File: src/rtl/mod_counter_pkg.sv
// Shared types and the next-count arithmetic for mod_counter.
// All arithmetic is done at 64 bits so one function serves every legal WIDTH.
package mod_counter_pkg;

    typedef enum logic {
        MODE_WRAP,
        MODE_SATURATE
    } mode_e;

    typedef struct packed {
        logic [63:0] value;
        logic        boundary;
    } count_next_t;

    localparam int DEFAULT_WIDTH = 16;
    localparam int DEFAULT_STEP  = 1;

    // Sums use a 65-bit scratch width so cur+step never loses its carry.
    function automatic count_next_t next_count(
        input logic [63:0] cur,
        input logic [63:0] step,
        input logic [63:0] max,
        input logic        up,
        input mode_e       mode
    );
        logic [64:0] c;
        logic [64:0] s;
        logic [64:0] m;
        count_next_t r;
        c          = {1'b0, cur};
        s          = {1'b0, step};
        m          = {1'b0, max};
        r.value    = cur;
        r.boundary = 1'b0;
        if (up) begin
            if (c + s <= m) begin
                r.value = 64'(c + s);
            end else begin
                r.boundary = 1'b1;
                r.value    = (mode == MODE_WRAP) ? 64'(c + s - m - 65'd1) : max;
            end
        end else begin
            if (c >= s) begin
                r.value = 64'(c - s);
            end else begin
                r.boundary = 1'b1;
                r.value    = (mode == MODE_WRAP) ? 64'(c + m + 65'd1 - s) : 64'd0;
            end
        end
        return r;
    endfunction

endpackage

File: src/rtl/mod_counter_prescaler.sv
// Divides enabled cycles by PRESCALE; tick marks the enabled cycle that ends a period.
// Only instantiated when MOD_COUNTER_PRESCALE_EN is defined.
module mod_counter_prescaler #(
    parameter int PRESCALE = 1
) (
    input  logic clk,
    input  logic rst,
    input  logic en,
    input  logic clr,
    input  logic ld,
    output logic tick
);

    localparam logic [15:0] LAST = 16'(PRESCALE - 1);

    logic [15:0] div_p0;

    assign tick = en && (div_p0 == LAST);

    always_ff @(posedge clk or posedge rst) begin
        if (rst) begin
            div_p0 <= '0;
        end else if (clr || ld) begin
            div_p0 <= '0;
        end else if (en) begin
            div_p0 <= (div_p0 == LAST) ? '0 : div_p0 + 16'd1;
        end
    end

endmodule

File: src/rtl/mod_counter.sv
// Parametrised up/down event counter with wrap or saturate, clear, load and TC/OVF flags.
// Define MOD_COUNTER_PRESCALE_EN to count only every PRESCALE-th enabled cycle.
module mod_counter
    import mod_counter_pkg::*;
#(
    parameter int          WIDTH    = DEFAULT_WIDTH,
    parameter logic [63:0] INIT     = 64'd0,
    parameter logic [63:0] STEP     = 64'(DEFAULT_STEP),
    parameter logic [63:0] MAX      = (64'd1 << WIDTH) - 64'd1,
    parameter bit          SATURATE = 1'b0,
    parameter int          PRESCALE = 1
) (
    input  logic             CLK,
    input  logic             ASYNCRESET,
    input  logic             EN,
    input  logic             UP,
    input  logic             CLR,
    input  logic             LD,
    input  logic [WIDTH-1:0] LD_VAL,
    output logic [WIDTH-1:0] O,
    output logic             TC,
    output logic             OVF
);

    localparam mode_e            MODE   = SATURATE ? MODE_SATURATE : MODE_WRAP;
    localparam logic [WIDTH-1:0] MAX_W  = MAX[WIDTH-1:0];
    localparam logic [WIDTH-1:0] INIT_W = INIT[WIDTH-1:0];

    generate
        if (WIDTH < 2 || WIDTH > 64) begin : g_bad_width
            $error("mod_counter: WIDTH must be 2..64");
        end
        if (MAX > ((64'd1 << WIDTH) - 64'd1) || INIT > MAX) begin : g_bad_range
            $error("mod_counter: MAX must fit WIDTH and INIT must not exceed MAX");
        end
        if (STEP < 64'd1 || STEP > MAX) begin : g_bad_step
            $error("mod_counter: STEP must be 1..MAX");
        end
        if (PRESCALE < 1 || PRESCALE > 65535) begin : g_bad_prescale
            $error("mod_counter: PRESCALE must be 1..65535");
        end
    endgenerate

    logic             count_evt;
    logic [WIDTH-1:0] ld_val_clamped;
    count_next_t      nxt;
    logic             unused_hi;
    logic [WIDTH-1:0] count_p1;
    logic             tc_p1;
    logic             ovf_p1;

`ifdef MOD_COUNTER_PRESCALE_EN
    mod_counter_prescaler #(
        .PRESCALE (PRESCALE)
    ) u_prescaler (
        .clk  (CLK),
        .rst  (ASYNCRESET),
        .en   (EN),
        .clr  (CLR),
        .ld   (LD),
        .tick (count_evt)
    );
`else
    assign count_evt = EN;
`endif

    assign ld_val_clamped = (LD_VAL > MAX_W) ? MAX_W : LD_VAL;

    always_comb begin
        nxt = next_count(64'(count_p1), STEP, MAX, UP, MODE);
    end

    // Result never exceeds MAX, so bits at and above WIDTH are always zero.
    assign unused_hi = ^(nxt.value >> WIDTH);

    // Stage p1: registered count and flags
    always_ff @(posedge CLK or posedge ASYNCRESET) begin
        if (ASYNCRESET) begin
            count_p1 <= INIT_W;
            tc_p1    <= 1'b0;
            ovf_p1   <= 1'b0;
        end else if (CLR) begin
            count_p1 <= INIT_W;
            tc_p1    <= 1'b0;
            ovf_p1   <= 1'b0;
        end else if (LD) begin
            count_p1 <= ld_val_clamped;
            tc_p1    <= 1'b0;
        end else if (count_evt) begin
            count_p1 <= nxt.value[WIDTH-1:0];
            tc_p1    <= nxt.boundary;
            if (nxt.boundary) begin
                ovf_p1 <= 1'b1;
            end
        end else begin
            tc_p1 <= 1'b0;
        end
    end

    assign O   = count_p1;
    assign TC  = tc_p1;
    assign OVF = ovf_p1;

endmodule

File: config.mk
export PLATFORM = sky130hd
export DESIGN_NAME = mod_counter
export DESIGN_NICKNAME = d
export VERILOG_FILES = /design/src/rtl/mod_counter_pkg.sv /design/src/rtl/mod_counter_prescaler.sv /design/src/rtl/mod_counter.sv
export SDC_FILE = /design/constraint.sdc
export NUM_CORES = 1
export LEC_CHECK = 0
export CAP_MARGIN = 10
export CORE_MARGIN = 5
export CORE_UTILIZATION = 50
export CTS_BUF_LIST = sky130_fd_sc_hd__clkbuf_2 sky130_fd_sc_hd__clkbuf_4 sky130_fd_sc_hd__clkbuf_8
export CTS_CLUSTER_DIAMETER = 80
export CTS_CLUSTER_SIZE = 16
export DETAILED_ROUTE_END_ITERATION = 10
export GPL_TIMING_DRIVEN = 0
export PLACE_DENSITY_LB_ADDON = 0.25
export SYNTH_ARGS = -nofsm -noshare
export SYNTH_HDL_FRONTEND = slang
export SYNTH_HIERARCHICAL = 1
export SYNTH_SLANG_ARGS = --single-unit
File: constraint.sdc
create_clock -name CLK -period 2.4 [get_ports CLK]
set_clock_uncertainty 0.1 [all_clocks]
set_input_delay 0.48 -clock CLK [delete_from_list [all_inputs] [get_ports CLK]]
set_output_delay 0.48 -clock CLK [all_outputs]
set_load 0.005 [all_outputs]
After elaboration in Yosys (flattened, before gate mapping)
Cells that the tools add are included.
W data, S select, Z words.
- muxes and demuxes: 16
- reduce and logical (&&, ||, !) cells: 4
- $lt $le $gt $ge: 3
- eq/ne operators: 1
- add/subtract/negate cells: 7
- operators with widths (kind ; count):
    $mux W16 ; 6
    $sub A16 B1 Y16 const B ; 2
    $add A16 B1 Y17 const B ; 1
    $le A17 B16 Y1 const B ; 1
    $mux W17 ; 1
    $add A16 B1 Y16 const B ; 1
    $add A16 B16 Y16 const B ; 1
    $ge A16 B1 Y1 const B ; 1
    $gt A16 B16 Y1 const B ; 1
    $sub A16 B16 Y16 const B ; 1
    $sub A16 B2 Y16 const B ; 1
    $mux W1 ; 9
    $reduce_bool A2 Y1 ; 2
    $reduce_and A3 Y1 ; 1
    $reduce_bool A3 Y1 ; 1
    $ne A2 B2 Y1 const B ; 1
- output and inout bits: 18
- bits in registers: 18
- logic and storage cells: 34
- input port bits: 22

Depth between registers and ports, before layout
Gate-level depths: netlist of run 1.
- depth in word-level cells: 9
- mapped depth: 7
- depth with buffers taken out: 7

Worst setup path before layout of run 1
Ideal clock, no wire load.
- kind: reg2reg
- start: register count_p1[4] (netlist: O[4])
- end: register count_p1[12] (netlist: O[12])
- clock period less this slack: 1981 ps
- arrival: 1794 ps
- setup time: 87 ps
- buffers on the path: 1
- slack: 419 ps
- cell stages (with the launch flop): 7
- data required time: 2213 ps
- cell sequence: dfrtp_1 > or4_4 > buf_6 > nor4_2 > o21ai_1 > xor2_1 > a211oi_2
- longest elaborated chain between the ends: 8
- elaborated cells between the ends (all ways): 15
- those cells by class: 7 x add/sub; 2 x order compare; 6 x mux
- ends and longest elaborated chain (what ; RTL line ; text):
    from (decl) ; mod_counter.sv:48 ; logic [WIDTH-1:0] count_p1;
    from (signal assigned) ; mod_counter.sv:87 ; count_p1 <= ld_val_clamped;
    from (signal assigned) ; mod_counter.sv:90 ; count_p1 <= nxt.value[WIDTH-1:0];
    $add A16 B16 Y16 or $add A16 B1 Y17 (tied branches) ; mod_counter_pkg.sv:47, mod_counter_pkg.sv:37, mod_counter_pkg.sv:40 ;
    $add A16 B1 Y16 or $sub A16 B16 Y16 (tied branches) ; mod_counter_pkg.sv:47, mod_counter_pkg.sv:40 ;
    $sub A16 B1 Y16 or $sub A16 B2 Y16 (tied branches) ; mod_counter_pkg.sv:47, mod_counter_pkg.sv:40 ;
    $mux W16 (on tied branches) ; mod_counter_pkg.sv:43, mod_counter_pkg.sv:36 ;
    $mux W17 (*) ; mod_counter_pkg.sv:35 ; if (up) begin
    $mux W16 (*) ; mod_counter.sv:89 ; end else if (count_evt) begin
    $mux W16 (*) ; mod_counter.sv:86 ; end else if (LD) begin
    $mux W16 (*) ; mod_counter.sv:82 ; end else if (CLR) begin
Mark *: on every way between the ends. The rest lies on a longest branch, timed or not. The select of a mux whose other input is x is not followed.
A chain may end at the register's enable or synchronous reset.

Worst setup path in the final report of run 1
- start: register count_p1[1] (netlist: O[1])
- end: register count_p1[12] (netlist: O[12])
Same word-level chain as after synthesis.

==> metrics.csv, run 1 <==
stage;metric;value;unit
synthesis;ys_types;53;
clock_tree;root_buffer;clkbuf_4;
cells_and_area;layout_common_cells;clkdlybuf4s50_1 (36), nor2_1 (25), nand2_1 (19), dfrtp_1 (17);
cells_and_area;fin_nets;271;
sta;setup_viol;0;
drt;first_iter_violations;119;
drt;wl_per_cell;15.1;µm
floorplan;io-pin-count;40;
worst_setup_path;path_cells;ha_1 > nand4_1 > nor4_1 > o21ai_1 > xor2_1 > a211oi_2;
worst_setup_path;cp-end-kind;flop;
sta;max_slew_margin;0.529;
cells_and_area;mostFrequentLayoutCell;clkdlybuf4s50_1;
sta;tightest_slew;0.706;ns
clock_tree;cts_hold_buf;0;
global_routing;grt_max_degree;19;
clock_tree;cts.clk_slew.worst_paths;0.11;ns
clock_tree;cts_resized;0;
synthesis;ys_ff_latch;18;
synthesis;synth.top_cell.area_share;0.275;
clock_tree;clockBufferDepth;2;
synthesis;synth_area;0.00164;mm²
drt;ant_nets;0;
synthesis;synth_area_leaders;dfrtp_1 (27%), nor2_1 (5.7%), xor2_1 (5.3%), nand2_1 (4.4%), a211oi_1 (3.2%);
global_routing;gr-usage-all-layers;0.206;
floorplan;initial_core_util;0.528;
drt;vias;1699;
synthesis;seq_area_frac_synth;0.275;
sta;rsz0062_at_grt;false;
sta;finalHoldViolCount;0;
placed_design;gp_congestion;0.893;
clock_tree;cts.sinks;18;
cells_and_area;instances_no_fill;288;
cells_and_area;stdcell_area;0.00209;mm²
sta;drv_slew;0;
global_routing;grt_pass1_wl;7.10;mm
pwr;ir_worst_vdd;0.000364;V
worst_setup_path;slowest_delay;0.51;ns
clock_tree;clk_latency;0.31;ns
outcome;status;finished, final reports clean;
placed_design;hpwl;3.20;mm
pwr;p_total;847;µW
global_routing;grt-ovfl-total;0;
drt;drt_wl_total;4.36;mm
synthesis;syn_area_per_cell;8.03;µm²
sta;fin_tns_setup;0;ns
worst_setup_path;critPathKind;flop to flop;
worst_setup_path;critPathSlowestCell;dfrtp_1;
global_routing;antenna_found_initial;0;
worst_setup_path;crit_buf_inv;0;
global_routing;grt_pass1_vias;1450;
synthesis;synth_top_area_cell;dfrtp_1;
worst_setup_path;cpLargestDelayFamily;simple AND/OR/NAND/NOR gates;
floorplan;die-width;67.3;µm
worst_setup_path;start_kind;flop;
floorplan;die_area;0.00452;mm²
sta;fin_crit_sh;0.938;
cells_and_area;area_delta_synth_final;27.6;%
placed_design;postPlaceCellArea;0.00205;mm²
worst_hold_path;hp-class;input port to flop;
pwr;leakage;0.000818;µW
clock_tree;h-tree-depth;1;
cells_and_area;n_fill_cell;312;
drt;route.detailed.drc;0;
pwr;power.density;405;mW/mm²
worst_setup_path;cp.required;2.53;ns
synthesis;synth_nets;230;
clock_tree;tritoncts;built;
worst_setup_path;arrival;2.38;ns
drt;firstDrtPassIters;4;
drt;vias_per_cell;5.90;
floorplan;rows;20;
clock_tree;cts_made_buffers;3;
placed_design;io_buffers;36;
clock_tree;cts_setup_buffers;0;
worst_setup_path;worstPathMaxFanout;8;
cells_and_area;n_antenna_cell;0;
floorplan;die_h;67.3;µm
placed_design;dpl.cell_count;284;
floorplan;core;0.00310;mm²
job;cap_viol_max_count;0;
cells_and_area;layout-drive-gt1-share;0.123;
sta;fmax;444;MHz
sta;min_period;2.25;ns
synthesis;yosys_warnings;6;
synthesis;synth_cells;204;
final cells by class:
| class | instances | area (µm²) | share of cell area |
|---|---|---|---|
| Clock buffer | 4 | 36.3 | 0.0173 |
| Timing Repair Buffer | 36 | 360 | 0.172 |
| Inverter | 11 | 41.3 | 0.0197 |
| Sequential cell | 18 | 452 | 0.216 |
| Multi-Input combinational cell | 157 | 1050 | 0.504 |
| Tap cell | 44 | 55.1 | 0.0263 |
| Buffer | 18 | 92.6 | 0.0443 |
Yosys cell counts (all sizes together):
| master | instances |
|---|---|
| a2111oi | 3 |
| a211oi | 9 |
| a21boi | 2 |
| a21oi | 5 |
| a22oi | 1 |
| a31o | 1 |
| a31oi | 1 |
| a32oi | 5 |
| and3 | 5 |
| and4 | 3 |
| buf | 11 |
| clkbuf | 7 |
| clkinv | 1 |
| dfrtp | 18 |
| ha | 4 |
| inv | 10 |
| mux2i | 4 |
| nand2 | 19 |
| nand2b | 2 |
| nand3 | 3 |
| nand4 | 5 |
| nand4b | 1 |
| nor2 | 25 |
| nor2b | 1 |
| nor3 | 11 |
| nor3b | 3 |
| nor4 | 9 |
| o2111ai | 1 |
| o21ai | 8 |
| o22ai | 2 |
| o31ai | 1 |
| o32a | 1 |
| o32ai | 1 |
| o41ai | 1 |
| or2 | 2 |
| or3 | 2 |
| or4 | 2 |
| or4b | 1 |
| xnor2 | 3 |
| xor2 | 10 |
worst reg2reg max path, stage by stage (launching register included):
cell and delay, ns:
dfrtp_1 0.51, ha_1 0.36, nand4_1 0.23, nor4_1 0.46, o21ai_1 0.12, xor2_1 0.17
a211oi_2 0.21
per-stage QoR:
step	hold slack (ns)	setup WS [ns]	utilization
floorplan	0.319	0.419	-
global placement	0.418	0.189	0.662
detailed placement	0.421	0.177	0.662
CTS	0.438	0.117	0.674
global route	0.449	0.0461	0.674
finish	0.437	0.149	0.674
routing by layer:
metal,global-route usage,up-vias,wire (µm)
li1,-,824,-
met1,0.286,798,1880
met2,0.330,72,2110
met3,0.0383,5,341
met4,0.0456,0,29
met5,0,-,0
sequential cells by signal, summed over array words and instances (netlist names):
name  cells
OVF       1
TC        1
O        16
logic make-up (layout without fill, tap and decap cells):
logic type,Yosys count,count (layout),share of synthesized area
buffers and inverters,29,69,0.0817
DFF,18,18,0.275
adders and majority gates,4,4,0.0305
muxes,4,4,0.0244
xor gates and xnor gates,13,13,0.0695
and+or+nand+nor,94,94,0.326
AOI/OAI and AO/OA,42,42,0.193
path summary, 6_finish.rpt:
path	end	depth (start not counted)	start	slack, ns
min in group asynchronous	O[11]	2	ASYNCRESET	0.47
max in group asynchronous	O[0]	2	ASYNCRESET	1.24
worst min register to register	OVF	2	OVF	0.44
worst max-delay path	O[12]	6	O[1]	0.15
worst max register to register	O[12]	6	O[1]	0.15
worst min-delay path	O[1]	3	LD	0.44
report_power, final:
group          internal [µW]  switching, µW  total [µW]
clock network           92.7            105         198
registers                324           30.0         354
logic                    145            151         295
Note: power is estimated with default switching activity, not from simulation.
==> run 2: changes to the inputs <==
CORE_ASPECT_RATIO = 0.5   (was unset)
==> metrics.csv, run 2 (synthesized netlist as in run 1, its figures left out) <==
stage;metric;value;unit;change
worst_setup_path;cp.required;2.47;ns;was 2.53 ns
cells_and_area;stdcell_area;0.00210;mm²;was 0.00209 mm²
clock_tree;clk_latency;0.26;ns;was 0.31 ns
floorplan;core;0.00307;mm²;was 0.00310 mm²
job;cap_viol_max_count;0;;unchanged
sta;fin_tns_setup;0;ns;unchanged
worst_hold_path;hp-class;flop to flop;;was input port to flop
placed_design;postPlaceCellArea;0.00205;mm²;about the same
sta;drv_slew;0;;unchanged
floorplan;die-width;91.0;µm;was 67.3 µm
cells_and_area;mostFrequentLayoutCell;clkdlybuf4s50_1;;unchanged
sta;fmax;453;MHz;was 444 MHz
drt;route.detailed.drc;0;;unchanged
cells_and_area;largest_reg_flops;16;;unchanged
floorplan;die_area;0.00459;mm²;was 0.00452 mm²
worst_setup_path;regToRegSetupSlack;0.19;ns;was 0.15 ns
floorplan;initial_core_util;0.535;;was 0.528
cells_and_area;layout-drive-gt1-share;0.123;;about the same
global_routing;gr-usage-all-layers;0.209;;was 0.206
worst_hold_path;hold_depth;2;;was 3
global_routing;grt_pass1_vias;1510;;was 1450
cells_and_area;area_delta_synth_final;28.0;%;was 27.6%
placed_design;hpwl;3.54;mm;was 3.20 mm
drt;vias;1659;;was 1699
sta;max_slew_margin;0.497;;was 0.529
clock_tree;cts.clk_slew.worst_paths;0.07;ns;was 0.11 ns
outcome;status;finished, final reports clean;;unchanged
floorplan;die_h;50.5;µm;was 67.3 µm
worst_setup_path;arrival;2.28;ns;was 2.38 ns
worst_setup_path;start_kind;flop;;unchanged
cells_and_area;instances_no_fill;283;;was 288
floorplan;rows;14;;was 20
drt;wl_per_cell;16.5;µm;was 15.1 µm
placed_design;gp_congestion;0.949;;was 0.893
worst_setup_path;critPathKind;flop to flop;;unchanged
sta;min_period;2.21;ns;was 2.25 ns
drt;drt_wl_total;4.66;mm;was 4.36 mm
pwr;leakage;0.000818;µW;about the same
worst_setup_path;reg2reg_depth;6;;unchanged
sta;rsz0062_at_grt;false;;unchanged
pwr;power.density;417;mW/mm²;was 405 mW/mm²
placed_design;dpl.cell_count;280;;was 284
pwr;p_total;875;µW;was 847 µW
sta;tightest_slew;0.753;ns;was 0.706 ns
global_routing;grt_max_degree;19;;unchanged
sta;fin_crit_sh;0.919;;was 0.938
pwr;ir_worst_vdd;0.000254;V;was 0.000364 V
clock_tree;tritoncts;built;;unchanged
clock_tree;cts_hold_buf;0;;unchanged
clock_tree;root_buffer;clkbuf_8;;was clkbuf_4
cells_and_area;n_antenna_cell;0;;unchanged
sta;finalHoldViolCount;0;;unchanged
drt;ant_nets;0;;unchanged
clock_tree;cts_setup_buffers;0;;unchanged
floorplan;io-pin-count;40;;unchanged
cells_and_area;layout_common_cells;clkdlybuf4s50_1 (36), nor2_1 (25), nand2_1 (19), dfrtp_1 (17);;unchanged
cells_and_area;regArea;452;µm²;unchanged
global_routing;grt-ovfl-total;0;;unchanged
drt;firstDrtPassIters;4;;unchanged
drt;vias_per_cell;5.86;;was 5.90
clock_tree;h-tree-depth;1;;unchanged
clock_tree;cts.sinks;18;;unchanged
cells_and_area;multi_input_area;0.00106;mm²;was 0.00105 mm²
clock_tree;cts_made_buffers;3;;unchanged
sta;setup_viol;0;;unchanged
worst_setup_path;worstPathMaxFanout;8;;unchanged
cells_and_area;n_fill_cell;278;;was 312
worst_setup_path;cp-end-kind;flop;;unchanged
placed_design;io_buffers;36;;unchanged
global_routing;grt_pass1_wl;7.66;mm;was 7.10 mm
cells_and_area;fin_nets;271;;unchanged
drt;first_iter_violations;188;;was 119
clock_tree;clockBufferDepth;2;;unchanged
global_routing;antenna_found_initial;0;;unchanged
## run 2: per-layer routing
layer	wire length, µm	track usage	vias to the layer above
met4	18	0.0268	0
met2	2020	0.324	51
met5	0	0	-
met1	2240	0.295	779
met3	382	0.0642	4
li1	-	-	825
## run 2: path summary, 6_finish.rpt
kind,startpoint,end
worst min register to register,OVF,OVF
worst max-delay path,O[1],O[12]
worst max register to register,O[1],O[12]
min in group asynchronous,ASYNCRESET,O[10]
max in group asynchronous,ASYNCRESET,O[0]
worst min-delay path,OVF,OVF
## run 2: worst max-delay path, stage by stage, from the launching register on
cell and delay (ns):
dfrtp_1 0.49, ha_1 0.34, nand4_1 0.26, nor4_2 0.40, o21ai_1 0.13, xor2_1 0.16, a211oi_2 0.23
## run 2: cell type report
type,instances,area share
plain buffers,18,0.0441
clock buffers,3,0.0197
inverters,11,0.0197
multi-input cells,157,0.506
flip-flops and latches,18,0.215
well taps,40,0.0239
repair buffers,36,0.172
## run 2: power breakdown
part,internal (µW),total [µW],leakage (µW),switching [µW]
clock,112,221,0.0000216,109
sequential,324,355,0.000234,31.2
combinational,144,299,0.000562,155
total,580,875,0.000818,295
## run 2: what timing repair did
action | 4_1_cts | 5_1_grt
setup endpoints to repair | 0 | 4
hold endpoints to repair | 0 | 0
resized for setup | 0 | 2
## run 2: stage by stage
step / setup slack (ns) / hold slack, ns / util
4_1_cts: 0.0434 / 0.439 / 0.682
3_3_place_gp: 0.124 / 0.418 / 0.669
3_5_place_dp: 0.0709 / 0.423 / 0.669
6_report: 0.193 / 0.433 / 0.684
5_1_grt: 0.0483 / 0.479 / 0.684
2_1_floorplan: 0.419 / 0.319 / -
==> run 3: changes to the inputs <==
PLACE_DENSITY_LB_ADDON = 0.08   (was 0.25)
==> metrics.csv, run 3 (synthesized netlist as in run 1, its figures left out) <==
stage;metric;value;unit;change
worst_setup_path;worstPathMaxFanout;8;;unchanged
clock_tree;cts.clk_slew.worst_paths;0.07;ns;about the same
sta;drv_slew;0;;unchanged
floorplan;initial_core_util;0.535;;unchanged
drt;first_iter_violations;109;;was 188
cells_and_area;layout_common_cells;clkdlybuf4s50_1 (36), nor2_1 (25), nand2_1 (19), dfrtp_1 (17);;unchanged
worst_setup_path;crit_buf_inv;1;;was 0
job;cap_viol_max_count;0;;unchanged
clock_tree;cts.sinks;18;;unchanged
clock_tree;cts_made_buffers;3;;unchanged
floorplan;die_area;0.00459;mm²;unchanged
pwr;leakage;0.000816;µW;was 0.000818 µW
pwr;p_total;882;µW;was 875 µW
drt;vias_per_cell;5.94;;was 5.86
drt;ant_nets;0;;unchanged
sta;fin_tns_setup;0;ns;unchanged
floorplan;rows;14;;unchanged
worst_hold_path;hp-class;flop to flop;;unchanged
global_routing;grt-ovfl-total;0;;unchanged
floorplan;die-width;91.0;µm;unchanged
outcome;status;finished, final reports clean;;unchanged
global_routing;use_met3;0.0448;;was 0.0642
global_routing;grt_util_met2;0.348;;was 0.324
worst_setup_path;start_kind;flop;;unchanged
sta;rsz0062_at_grt;false;;unchanged
global_routing;busiest_layer;met2;;unchanged
placed_design;hpwl;3.68;mm;was 3.54 mm
worst_setup_path;cpLargestDelayFamily;compound AO/OA/AOI/OAI gates;;was simple AND/OR/NAND/NOR gates
sta;holdWs;0.443;ns;was 0.433 ns
sta;fmax;465;MHz;was 453 MHz
global_routing;grt_pass1_vias;1590;;was 1510
placed_design;io_buffers;36;;unchanged
clock_tree;clockBufferDepth;2;;unchanged
clock_tree;tritoncts;built;;unchanged
worst_setup_path;cp.required;2.44;ns;was 2.47 ns
sta;tightest_slew;0.738;ns;was 0.753 ns
sta;finalHoldViolCount;0;;unchanged
floorplan;core;0.00307;mm²;unchanged
cells_and_area;largest_reg_flops;16;;unchanged
clock_tree;root_buffer;clkbuf_8;;unchanged
drt;drt_wl_total;4.81;mm;was 4.66 mm
worst_setup_path;critPathSlowestCell;dfrtp_1;;unchanged
worst_hold_path;min_from;OVF;;unchanged
cells_and_area;n_antenna_cell;0;;unchanged
cells_and_area;fin_nets;271;;unchanged
global_routing;grt_max_degree;19;;unchanged
global_routing;grt_pass1_wl;8.04;mm;was 7.66 mm
cells_and_area;n_fill_cell;252;;was 278
global_routing;antenna_found_initial;0;;unchanged
sta;fin_crit_sh;0.896;;was 0.919
global_routing;met1_usage;0.316;;was 0.295
worst_setup_path;crit_start;O[1];;unchanged
placed_design;dpl.cell_count;280;;unchanged
clock_tree;clk_latency;0.26;ns;about the same
worst_setup_path;path_cells;inv_1 > ha_1 > nand2b_1 > nor3_4 > a32oi_1 > nor3b_1 > a2111oi_1;;was ha_1 > nand4_1 > nor4_2 > o21ai_1 > xor2_1 > a211oi_2
worst_setup_path;cp-end-kind;flop;;unchanged
drt;firstDrtPassIters;4;;unchanged
clock_tree;h-tree-depth;1;;unchanged
global_routing;gr-usage-all-layers;0.218;;was 0.209
worst_setup_path;critPathKind;flop to flop;;unchanged
worst_setup_path;arrival;2.19;ns;was 2.28 ns
sta;min_period;2.15;ns;was 2.21 ns
worst_setup_path;r2r_start;O[1];;unchanged
cells_and_area;mostFrequentLayoutCell;clkdlybuf4s50_1;;unchanged
drt;vias;1680;;was 1659
cells_and_area;layout-drive-gt1-share;0.128;;was 0.123
drt;route.detailed.drc;0;;unchanged
worst_setup_path;slowest_delay;0.50;ns;was 0.49 ns
cells_and_area;instances_no_fill;283;;unchanged
floorplan;die_h;50.5;µm;unchanged
sta;max_slew_margin;0.508;;was 0.497
floorplan;io-pin-count;40;;unchanged
pwr;ir_worst_vdd;0.000274;V;was 0.000254 V
pwr;power.density;420;mW/mm²;was 417 mW/mm²
placed_design;gp_congestion;0.917;;was 0.949
sta;setup_viol;0;;unchanged
clock_tree;cts_hold_buf;0;;unchanged
cells_and_area;area_delta_synth_final;28.2;%;was 28.0%
drt;wl_per_cell;17.0;µm;was 16.5 µm
[run 3: path summary, 6_finish.rpt]
kind                         end  slack (ns)  cells after the start
hold reg to reg              OVF        0.44                      2
hold / removal               OVF        0.44                      2
min in group asynchronous   O[7]        0.54                      2
setup reg to reg           O[10]        0.25                      7
setup / recovery           O[10]        0.25                      7
max in group asynchronous   O[0]        1.15                      2
[run 3: power breakdown]
group          switching [µW]  internal, µW
clock                     114           112
sequential               30.7           324
combinational             157           144
total                     301           580
[run 3: per-stage QoR]
stage | utilization | instance area (µm²) | worst slack, ns
6_report | 0.685 | 2100 | 0.250
5_1_grt | 0.685 | 2100 | 0.0364
4_1_cts | 0.682 | 2090 | 0.136
3_5_place_dp | 0.669 | 2050 | 0.154
3_3_place_gp | 0.669 | 2050 | 0.142
2_1_floorplan | - | 1640 | 0.419
[run 3: area by class of cell]
cell class                 instances  area, µm²  share of cell area
multi-input combinational        157       1060               0.506
sequential                        18        452               0.215
timing repair buffer              36        360               0.172
buffer                            18       92.6              0.0441
tap                               40       50.0              0.0238
clock buffer                       3       41.3              0.0197
inverter                          11       41.3              0.0197
[run 3: layer usage]
metal  vias up  share of wire
met5         -              0
met2        74           0.42
met1       777           0.48
met3         4          0.090
met4         0         0.0087
li1        825              -
[run 3: timing repair]
action	in CTS	in global routing
buffers inserted	0	0
hold endpoints to repair	0	0
setup endpoints to repair	0	4
gates resized for setup	0	3
[run 3: worst register-to-register path: cells and delay by family, from the launching register on]
family                   cells  cell delay [ns]
adder cells (fa/ha/maj)      1             0.21
AND/OR/NAND/NOR              3             0.44
buffers and inverters        1             0.13
flip-flops                   1             0.50
AO/OA/AOI/OAI                2             0.66
